**src/rtl/vga_timing_pkg.sv**
```systemverilog
// vga_timing_pkg
//   Default 640x480 @ 60 Hz VGA timing constants (display, porches, sync)
//   plus derived totals and sync-window bounds. Shared by vga_sync_gen and
//   by the object renderers for on-screen placement limits.
//   in_window(): half-open range test lo <= pos < hi on a 10-bit coordinate.
package vga_timing_pkg;

    localparam int unsigned H_DISPLAY = 640;
    localparam int unsigned H_FRONT   = 16;
    localparam int unsigned H_SYNC    = 96;
    localparam int unsigned H_BACK    = 48;
    localparam int unsigned H_TOTAL   = H_DISPLAY + H_FRONT + H_SYNC + H_BACK;

    localparam int unsigned V_DISPLAY = 480;
    localparam int unsigned V_FRONT   = 10;
    localparam int unsigned V_SYNC    = 2;
    localparam int unsigned V_BACK    = 33;
    localparam int unsigned V_TOTAL   = V_DISPLAY + V_FRONT + V_SYNC + V_BACK;

    localparam int unsigned HSYNC_START = H_DISPLAY + H_FRONT;
    localparam int unsigned HSYNC_END   = HSYNC_START + H_SYNC;
    localparam int unsigned VSYNC_START = V_DISPLAY + V_FRONT;
    localparam int unsigned VSYNC_END   = VSYNC_START + V_SYNC;

    function automatic logic in_window(input logic [9:0] pos,
                                       input int unsigned lo,
                                       input int unsigned hi);
        int unsigned p;
        p = {22'd0, pos};
        return (p >= lo) && (p < hi);
    endfunction

endpackage

```
**src/rtl/vga_sync_gen_mod_counter.sv**
```systemverilog
// mod_counter
//   Modulo-MODULUS up-counter that advances when enable is high.
//   Resets (asynchronously, active-low) to MODULUS-1 so that the first
//   enabled step lands on 0.
//   Ports: clk, rst_n, enable (advance strobe), count (current value),
//          carry (enable & count == MODULUS-1, i.e. wraps this edge).
module mod_counter #(
    parameter int unsigned MODULUS = 800,
    parameter int unsigned WIDTH   = 10
) (
    input  logic             clk,
    input  logic             rst_n,
    input  logic             enable,
    output logic [WIDTH-1:0] count,
    output logic             carry
);

    localparam logic [WIDTH-1:0] LAST = WIDTH'(MODULUS - 1);

    assign carry = enable && (count == LAST);

    always_ff @(posedge clk or negedge rst_n) begin
        if (!rst_n) begin
            count <= LAST;
        end else if (enable) begin
            count <= carry ? '0 : count + WIDTH'(1);
        end
    end

endmodule

```
**src/rtl/vga_sync_gen.sv**
```systemverilog
// vga_sync_gen
//   Free-running VGA timing generator. Divides clk by CLK_DIV into a pixel
//   strobe, runs horizontal/vertical pixel counters and produces registered
//   active-low HSync/VSync and the video_on qualifier.
//   Ports: clk, rst_n (async active-low), HCount/VCount (pixel coordinates),
//          HSync/VSync (active low), video_on (visible area),
//          pixel_tick (one clk per pixel), frame_tick (last pixel of frame).
module vga_sync_gen #(
    parameter int unsigned CLK_DIV   = 2,
    parameter int unsigned H_DISPLAY = vga_timing_pkg::H_DISPLAY,
    parameter int unsigned H_FRONT   = vga_timing_pkg::H_FRONT,
    parameter int unsigned H_SYNC    = vga_timing_pkg::H_SYNC,
    parameter int unsigned H_BACK    = vga_timing_pkg::H_BACK,
    parameter int unsigned V_DISPLAY = vga_timing_pkg::V_DISPLAY,
    parameter int unsigned V_FRONT   = vga_timing_pkg::V_FRONT,
    parameter int unsigned V_SYNC    = vga_timing_pkg::V_SYNC,
    parameter int unsigned V_BACK    = vga_timing_pkg::V_BACK
) (
    input  logic       clk,
    input  logic       rst_n,
    output logic [9:0] HCount,
    output logic [9:0] VCount,
    output logic       HSync,
    output logic       VSync,
    output logic       video_on,
    output logic       pixel_tick,
    output logic       frame_tick
);

    import vga_timing_pkg::*;

    localparam int unsigned H_TOT    = H_DISPLAY + H_FRONT + H_SYNC + H_BACK;
    localparam int unsigned V_TOT    = V_DISPLAY + V_FRONT + V_SYNC + V_BACK;
    localparam int unsigned HS_START = H_DISPLAY + H_FRONT;
    localparam int unsigned HS_END   = HS_START + H_SYNC;
    localparam int unsigned VS_START = V_DISPLAY + V_FRONT;
    localparam int unsigned VS_END   = VS_START + V_SYNC;
    localparam int unsigned DIV_W    = (CLK_DIV > 1) ? $clog2(CLK_DIV) : 1;

    logic [DIV_W-1:0] div_cnt;
    logic             h_carry;
    logic             v_carry;
    logic [9:0]       h_nxt;
    logic [9:0]       v_nxt;

    // Pixel-rate divider
    assign pixel_tick = (div_cnt == DIV_W'(CLK_DIV - 1));

    always_ff @(posedge clk or negedge rst_n) begin
        if (!rst_n) begin
            div_cnt <= '0;
        end else if (pixel_tick) begin
            div_cnt <= '0;
        end else begin
            div_cnt <= div_cnt + DIV_W'(1);
        end
    end

    mod_counter #(
        .MODULUS (H_TOT),
        .WIDTH   (10)
    ) u_h_cnt (
        .clk    (clk),
        .rst_n  (rst_n),
        .enable (pixel_tick),
        .count  (HCount),
        .carry  (h_carry)
    );

    mod_counter #(
        .MODULUS (V_TOT),
        .WIDTH   (10)
    ) u_v_cnt (
        .clk    (clk),
        .rst_n  (rst_n),
        .enable (h_carry),
        .count  (VCount),
        .carry  (v_carry)
    );

    // v_carry already includes pixel_tick and HCount == last column
    assign frame_tick = v_carry;

    // Mirror of the counters' next state; decoding the sync/blank registers
    // from it keeps them aligned with the coordinates they describe.
    always_comb begin
        h_nxt = HCount;
        v_nxt = VCount;
        if (pixel_tick) begin
            h_nxt = h_carry ? '0 : HCount + 10'd1;
        end
        if (h_carry) begin
            v_nxt = v_carry ? '0 : VCount + 10'd1;
        end
    end

    always_ff @(posedge clk or negedge rst_n) begin
        if (!rst_n) begin
            HSync    <= 1'b1;
            VSync    <= 1'b1;
            video_on <= 1'b0;
        end else begin
            HSync    <= !in_window(h_nxt, HS_START, HS_END);
            VSync    <= !in_window(v_nxt, VS_START, VS_END);
            video_on <= in_window(h_nxt, 0, H_DISPLAY) &&
                        in_window(v_nxt, 0, V_DISPLAY);
        end
    end

endmodule

```
**config.mk**
```make
export PLATFORM = sky130hd
export DESIGN_NAME = vga_sync_gen
export DESIGN_NICKNAME = d
export VERILOG_FILES = /design/src/rtl/vga_timing_pkg.sv /design/src/rtl/vga_sync_gen_mod_counter.sv /design/src/rtl/vga_sync_gen.sv
export SDC_FILE = /design/constraint.sdc
export NUM_CORES = 1
export LEC_CHECK = 0
export BUFFER_PORTS_ARGS = -buffer_cell sky130_fd_sc_hd__buf_4
export CORE_MARGIN = 2
export CORE_UTILIZATION = 54
export CTS_CLUSTER_DIAMETER = 50
export DETAILED_ROUTE_END_ITERATION = 7
export PLACE_DENSITY_LB_ADDON = 0.15
export SYNTH_ARGS = -nofsm -noshare
export SYNTH_HDL_FRONTEND = slang
export SYNTH_SLANG_ARGS = --single-unit
```
**constraint.sdc**
```tcl
create_clock -name clk -period 2.8 [get_ports clk]
set_input_delay 0.56 -clock clk [delete_from_list [all_inputs] [get_ports clk]]
set_output_delay 0.56 -clock clk [all_outputs]
set_load 0.05 [all_outputs]
```
== Word-level counts from Yosys, hierarchy flattened ==
Index checks and enable logic that the tools add are counted.
Word-level totals
  word-level logic and storage cells: 29
  input port bits: 2
  output and inout bits: 25
  register bits after elaboration: 24
Operators by class
  order comparisons: 6
  add/subtract/negate cells: 3
  reduce and logical (&&, ||, !) cells: 7
  equal/unequal tests: 2
  muxes and demuxes: 5
Operators with widths (number)
  10-bit 2-to-1 mux: 4
  10-bit by 1-bit adder with 10-bit output, second input constant: 2
  10-bit equality test, second input constant: 2
  10-bit less-than comparator, second input constant: 2
  10-bit by 9-bit less-than comparator with 1-bit output, second input constant: 2
  10-bit greater-or-equal comparator, second input constant: 1
  10-bit by 9-bit greater-or-equal comparator with 1-bit output, second input constant: 1
  1-bit logical AND: 5
  1-bit logical NOT: 2
  1-bit adder, second input constant: 1
  1-bit 2-to-1 mux: 1

== Longest topological paths before layout ==
Gate-level depths: netlist of run 1.
  word-level depth: 8
  mapped depth: 8
  depth with buffers taken out: 6

== Modules after synthesis ==
From an unflattened synthesis of run 1, not the netlist that was laid out.
Unflattened totals
  cells, all modules: 168
  area total of the unflattened synthesis: 1636.6 um^2
Modules (own cells, without submodules)
  vga_sync_gen: seq. area each 102.6 um^2, cells each 69, times used 1, area an instance 553.0 um^2
  mod_counter (u_v_cnt): seq. area each 254.0 um^2, cells each 52, times used 1, area an instance 548.0 um^2
  mod_counter (u_h_cnt): seq. area each 259.0 um^2, cells each 47, times used 1, area an instance 535.5 um^2

== Worst setup path before layout of run 1 ==
OpenSTA, ideal clock, no wires.
  path type: reg-to-output
  from: reg u_h_cnt.count[0]
  to: out frame_tick
  cell stages (with the launch flop): 6
  arrival: 2169 ps
  path buffers: 1
  path slack: 71 ps
  data required time: 2240 ps
  path through: dfstp_2 -> ha_1 -> and4_1 -> buf_4 -> nand3_1 -> nor2_1
On the way
  word-level cells in the longest chain between the ends: 3
Ends and longest elaborated chain
  start, declared: RTL line vga_sync_gen_mod_counter.sv:14  | output logic [WIDTH-1:0] count,
  start signal, assigned: RTL line vga_sync_gen_mod_counter.sv:26  | count <= carry ? '0 : count + WIDTH'(1);
  10-bit equality test: RTL line vga_sync_gen_mod_counter.sv:20  | assign carry = enable && (count == LAST);
  1-bit logical AND (2 in series): RTL line vga_sync_gen_mod_counter.sv:20
  end, declared: RTL line vga_sync_gen.sv:27  | output logic frame_tick
No other way between the ends.

== Worst setup path after layout of run 1 ==
Same ends and word-level chain as after synthesis.

==> results.sh, run 1 <==
export IMPL_status="completed"
export IMPL_synth_main_ff_cell="dfstp_2"
export IMPL_ant_nets=0
export IMPL_cap_violations=0
export IMPL_yosysWarnings=0
export IMPL_dp_cells=190
export IMPL_timing_fmax_mhz=375
export IMPL_cts_root_buf="clkbuf_4"
export IMPL_async_flop_share=1.00
export IMPL_p_per_area_nw_per_um2=331
export IMPL_crit_family="simple AND/OR/NAND/NOR gates"
export IMPL_crit_chain="ha_1 > and4_2 > nand3_1 > nor2_2 > buf_4"
export IMPL_p_leak_nw=0.670
export IMPL_postSynthCellCount=138
export IMPL_cts_tree="yes"
export IMPL_grt_pass1_vias=1055
export IMPL_setup_violations=0
export IMPL_startpoint_type="flip-flop"
export IMPL_drt_first_pass_iters=4
export IMPL_tns_ps=0
export IMPL_drt_vias_per_instance=5.96
export IMPL_fin_cells=194
export IMPL_tightestPinTransition_ps=587
export IMPL_core_um2=2450
export IMPL_slowest_stage="dfstp_2"
export IMPL_place_congestion=0.852
export IMPL_antenna_found_initial=0
export IMPL_synth_seq_cells=24
export IMPL_post_cts_buffers=0
export IMPL_io_pins=27
export IMPL_synthToLayoutAreaGrowth_pct=17.5
export IMPL_syn_area_per_cell_um2=10.1
export IMPL_cpPeakStageDelay_ps=590
export IMPL_design_die_area_um2=2990
export IMPL_yosysSeqAreaShare=0.444
export IMPL_fin_total_pwr_mw=0.540
export IMPL_final_common_cell="buf_4"
export IMPL_hold_viol=0
export IMPL_antenna_diode_count=0
export IMPL_clock_sinks=24
export IMPL_wire_per_inst_um=15.2
export IMPL_portBuffers=26
export IMPL_row_count=18
export IMPL_r2r_end="VSync"
export IMPL_worst_r2r_setup_slack_ps=510
export IMPL_worstRegToRegCells=6
export IMPL_slew_viol_final=0
export IMPL_cts_buffer_depth=2
export IMPL_final_cell_mix="26 x buf_4, 14 x nand2_1, 12 x dfstp_2, 12 x dfrtp_1, 11 x nor2_1"
export IMPL_worstPathMaxFanout=7
export IMPL_required_ps=2240
export IMPL_numCtsBuffers=3
export IMPL_initial_core_util=0.565
export IMPL_worst_setup_path_type="reg -> out"
export IMPL_yosysUniqueCellTypes=46
export IMPL_synth_area_um2=1390
export IMPL_die_w_um=54.7
export IMPL_grt_max_degree=25
export IMPL_num_vias=1156
export IMPL_max_slew_margin_rel=0.603
export IMPL_fin_crit_sh=0.952
export IMPL_holdWs_ps=111
export IMPL_synth_edf_count=0
export IMPL_timing_final_crit_period_ps=2670
export IMPL_hp_class="in -> async"
export IMPL_reg2reg_from="u_v_cnt.count[0]"
export IMPL_wl_um=2940
export IMPL_grt_first_pass_wirelength_um=4750
export IMPL_cp_end_kind="primary output"
export IMPL_fin_nets=170
export IMPL_grt_usage=0.222
export IMPL_critPathBufInv=1
export IMPL_ctsHtreeMaxLevel=1
export IMPL_die_h_um=54.7
export IMPL_arrival_ps=2110
export IMPL_clkSlewWorstSetupHoldPaths_ps=130
export IMPL_drive_gt1_frac=0.329
export IMPL_vdd_drop_max_v=0.000332
export IMPL_drc=0
export IMPL_grt_ovfl_total=0
export IMPL_final_util=0.664
export IMPL_hpwl_um=2180
export IMPL_clk_latency_ps=320
export IMPL_dr_first_iter_drc_count=29
export IMPL_skew_ps=4.95
export IMPL_rsz0062_at_grt="false"
export IMPL_synth_nets=143
-- worst max path at each step --
stage / start / endpoint / slack (ps) / depth (start not counted)
2_1_floorplan: u_h_cnt.count[0] / frame_tick / 70 / 5
3_3_place_gp: u_h_cnt.count[0] / frame_tick / 490 / 5
3_5_place_dp: u_h_cnt.count[0] / frame_tick / 410 / 5
4_1_cts: u_h_cnt.count[0] / frame_tick / 30 / 5
5_1_grt: u_h_cnt.count[0] / frame_tick / 8 / 5
6_report: u_h_cnt.count[0] / frame_tick / 130 / 5
-- worst reg2reg max path, delay by kind of cell (launching register included) --
kind | cells | cell delay, ps
adder cells (fa/ha/maj) | 1 | 310
flip-flops | 1 | 510
AO/OA/AOI/OAI | 2 | 530
AND/OR/NAND/NOR | 3 | 860
-- cells by family after synthesis --
family,synth area share
buffers and inverters,0.0379
adder cells (fa/ha/maj),0.0271
XOR/XNOR,0.0631
AO/OA/AOI/OAI,0.137
flip-flops,0.444
multiplexers,0.0379
AND/OR/NAND/NOR,0.253
-- final cells by class --
| class | count | area, µm² |
|---|---|---|
| flip-flops and latches | 24 | 616 |
| repair buffers | 26 | 195 |
| clock buffers | 4 | 36.3 |
| fillers | 207 | 825 |
| inverters | 6 | 22.5 |
| well taps | 30 | 37.5 |
| multi-input cells | 104 | 723 |
-- synth_stat cells, types with 2 or more instances --
library cell / n / area, µm²
nand3_1: 6 / 30.0
a21o_1: 3 / 22.5
and4_1: 3 / 26.3
nand2_1: 14 / 52.6
xor2_1: 5 / 43.8
dfrtp_1: 12 / 300
mux2_2: 2 / 22.5
nor2_1: 12 / 45.0
nand4_1: 7 / 43.8
dfstp_2: 12 / 315
xnor2_1: 5 / 43.8
mux2i_1: 3 / 30.0
inv_1: 6 / 22.5
o31ai_1: 2 / 15.0
ha_1: 3 / 37.5
o21ai_0: 7 / 35.0
nand2b_1: 2 / 12.5
o2bb2ai_1: 2 / 17.5
buf_4: 2 / 15.0
nor3_1: 4 / 20.0
-- layer usage --
layer,routed length (µm),track usage,vias up
li1,-,-,557
met1,1310,0.289,569
met2,1500,0.367,25
met3,86,0.0273,5
met4,45,0.0958,0
met5,0,0,-
-- sequential cells by signal, summed over array words and instances (netlist names) --
signal         count
u_h_cnt.count     10
VSync              1
pixel_tick         1
HSync              1
u_v_cnt.count     10
video_on           1
-- power breakdown --
part	internal (mW)	switching (mW)	total [mW]
clock network	0.0795	0.105	0.185
logic	0.000952	0.00642	0.00738
registers	0.348	0	0.348
-- metrics by stage --
step / setup slack [ps] / instance area [µm²]
2_1_floorplan: 70.8 / 1390
3_3_place_gp: 487 / 1590
3_5_place_dp: 411 / 1590
4_1_cts: 31.6 / 1630
5_1_grt: 8.41 / 1630
6_report: 134 / 1630
-- repair_timing --
| item | 4_1_cts | 5_1_grt |
|---|---|---|
| hold buffers | 0 | 0 |
| gates resized for setup | 0 | 2 |
| endpoints found under the setup margin | 0 | 1 |
No activity file was read; power rests on OpenSTA's default activity.
==> inputs of run 2 (changes only) <==
--- a/config.mk
+++ b/config.mk
@@ -5,7 +5,9 @@
 export SDC_FILE = /design/constraint.sdc
 export NUM_CORES = 1
 export LEC_CHECK = 0
+export ABC_CLOCK_PERIOD_IN_PS = 2800
 export BUFFER_PORTS_ARGS = -buffer_cell sky130_fd_sc_hd__buf_4
+export CORE_ASPECT_RATIO = 1.1
 export CORE_MARGIN = 2
 export CORE_UTILIZATION = 54
 export CTS_CLUSTER_DIAMETER = 50
==> run 2 against run 1 <==
Compared with the run above:
- clock skew rose by 1.2 ps
- sequential power barely moved
- first-iteration DRC count fell by 24%
- combinational power rose by 1%
- fmax fell by 0.44%
- critical endpoint unchanged
- largest cell class unchanged
- highest routed layer unchanged
==> results.sh, run 2 (synthesis results as in run 1) <==
export IMPL_place_congestion=0.870
export IMPL_holdWs_ps=117
export IMPL_clock_sinks=24
export IMPL_hold_buffers=0
export IMPL_grt_usage=0.227
export IMPL_cts_resized=0
export IMPL_numCtsBuffers=3
export IMPL_portBuffers=26
export IMPL_io_pins=27
export IMPL_ant_nets=0
export IMPL_crit_family="simple AND/OR/NAND/NOR gates"
export IMPL_clkSlewWorstSetupHoldPaths_ps=130
export IMPL_final_util=0.659
export IMPL_final_cell_mix="26 x buf_4, 14 x nand2_1, 12 x dfstp_2, 12 x nor2_1, 12 x dfrtp_1"
export IMPL_tns_ps=0
export IMPL_worstPathMaxFanout=7
export IMPL_post_cts_buffers=0
export IMPL_vdd_drop_max_v=0.000293
export IMPL_timing_fmax_mhz=374
export IMPL_core_um2=2470
export IMPL_antenna_found_initial=0
export IMPL_grt_max_degree=25
export IMPL_dr_first_iter_drc_count=22
export IMPL_drt_first_pass_iters=4
export IMPL_die_w_um=52.3
export IMPL_p_per_area_nw_per_um2=330
export IMPL_fin_total_pwr_mw=0.538
export IMPL_wire_per_inst_um=15.5
export IMPL_cap_violations=0
export IMPL_initial_core_util=0.561
export IMPL_cts_buffer_depth=2
export IMPL_fin_ws_ps=123
export IMPL_drt_vias_per_instance=6.05
export IMPL_status="completed"
export IMPL_required_ps=2240
export IMPL_place_ws_ps=439
export IMPL_setup_violations=0
export IMPL_grt_ovfl_total=0
export IMPL_cts_root_buf="clkbuf_4"
export IMPL_fin_nets=170
export IMPL_hold_viol=0
export IMPL_rsz0062_at_grt="false"
export IMPL_antenna_diode_count=0
export IMPL_clk_latency_ps=310
export IMPL_fin_crit_sh=0.956
export IMPL_cts_tree="yes"
export IMPL_cp_end_kind="primary output"
export IMPL_p_leak_nw=0.670
export IMPL_slew_viol_final=0
export IMPL_fin_cells=195
export IMPL_final_design_area_no_fill_um2=1630
export IMPL_row_count=19
export IMPL_cpPeakStageDelay_ps=590
export IMPL_skew_ps=6.13
export IMPL_drive_gt1_frac=0.323
export IMPL_dp_cells=191
export IMPL_num_vias=1179
export IMPL_ctsHtreeMaxLevel=1
export IMPL_wl_um=3020
export IMPL_place_area_um2=1590
export IMPL_arrival_ps=2120
export IMPL_critPathBufInv=1
export IMPL_grt_first_pass_wirelength_um=5160
export IMPL_drc=0
export IMPL_grt_pass1_vias=1152
export IMPL_die_h_um=57.2
export IMPL_synthToLayoutAreaGrowth_pct=17.4
export IMPL_final_common_cell="buf_4"
export IMPL_startpoint_type="flip-flop"
export IMPL_timing_final_crit_period_ps=2680
export IMPL_tightestPinTransition_ps=616
export IMPL_hpwl_um=2210
export IMPL_top_regs="u_h_cnt.count x10, u_v_cnt.count x10"
export IMPL_design_die_area_um2=2990
export IMPL_crit_chain="ha_1 > and4_2 > nand3_1 > nor2_1 > buf_4"
export IMPL_worst_setup_path_type="reg -> out"
export IMPL_slowest_stage="dfstp_2"
export IMPL_hp_class="in -> async"
export IMPL_max_slew_margin_rel=0.584
==> run 2: changes by cell type in the layout (fill, tap and decap cells not counted) <==
cell and delta:
nor2_1 +1, nor2_2 -1
==> run 2: worst register-to-register path: stages (launching register included) <==
cell and delay [ps]:
dfrtp_1 520, ha_1 320, nand2_1 130, a2111oi_0 450
a2111oi_1 120, nor4b_1 590, nand4_1 160
==> run 2: worst paths after layout <==
kind | start | end | slack [ps] | depth (start not counted)
worst max register to register | u_v_cnt.count[0] | VSync | 440 | 6
worst min-delay path | rst_n | u_h_cnt.count[6] | 120 | 1
min in group clk | u_h_cnt.count[2] | u_h_cnt.count[2] | 520 | 1
worst min register to register | u_h_cnt.count[2] | u_h_cnt.count[2] | 520 | 1
worst max-delay path | u_h_cnt.count[0] | frame_tick | 120 | 5
max in group asynchronous | rst_n | VSync | 2390 | 1
==> run 2: area by class of cell <==
class	count	area, µm²
tap	31	38.8
clock buffer	4	36.3
inverter	6	22.5
fill	230	843
timing repair buffer	26	195
multi-input combinational	104	721
sequential	24	616
==> run 2: layer usage <==
metal | GRT usage | wire, µm | share of wire | vias up
met2 | 0.373 | 1510 | 0.50 | 31
met3 | 0.0340 | 98 | 0.033 | 6
met1 | 0.292 | 1350 | 0.45 | 581
met4 | 0.103 | 53 | 0.018 | 0
met5 | 0 | 0 | 0 | -
li1 | - | - | - | 561
==> run 2: where the power goes <==
part           internal [mW]  switching (mW)  total (mW)
combinational       0.000952         0.00650     0.00746
sequential             0.348               0       0.348
clock                 0.0794           0.103       0.183
total                  0.428           0.110       0.538
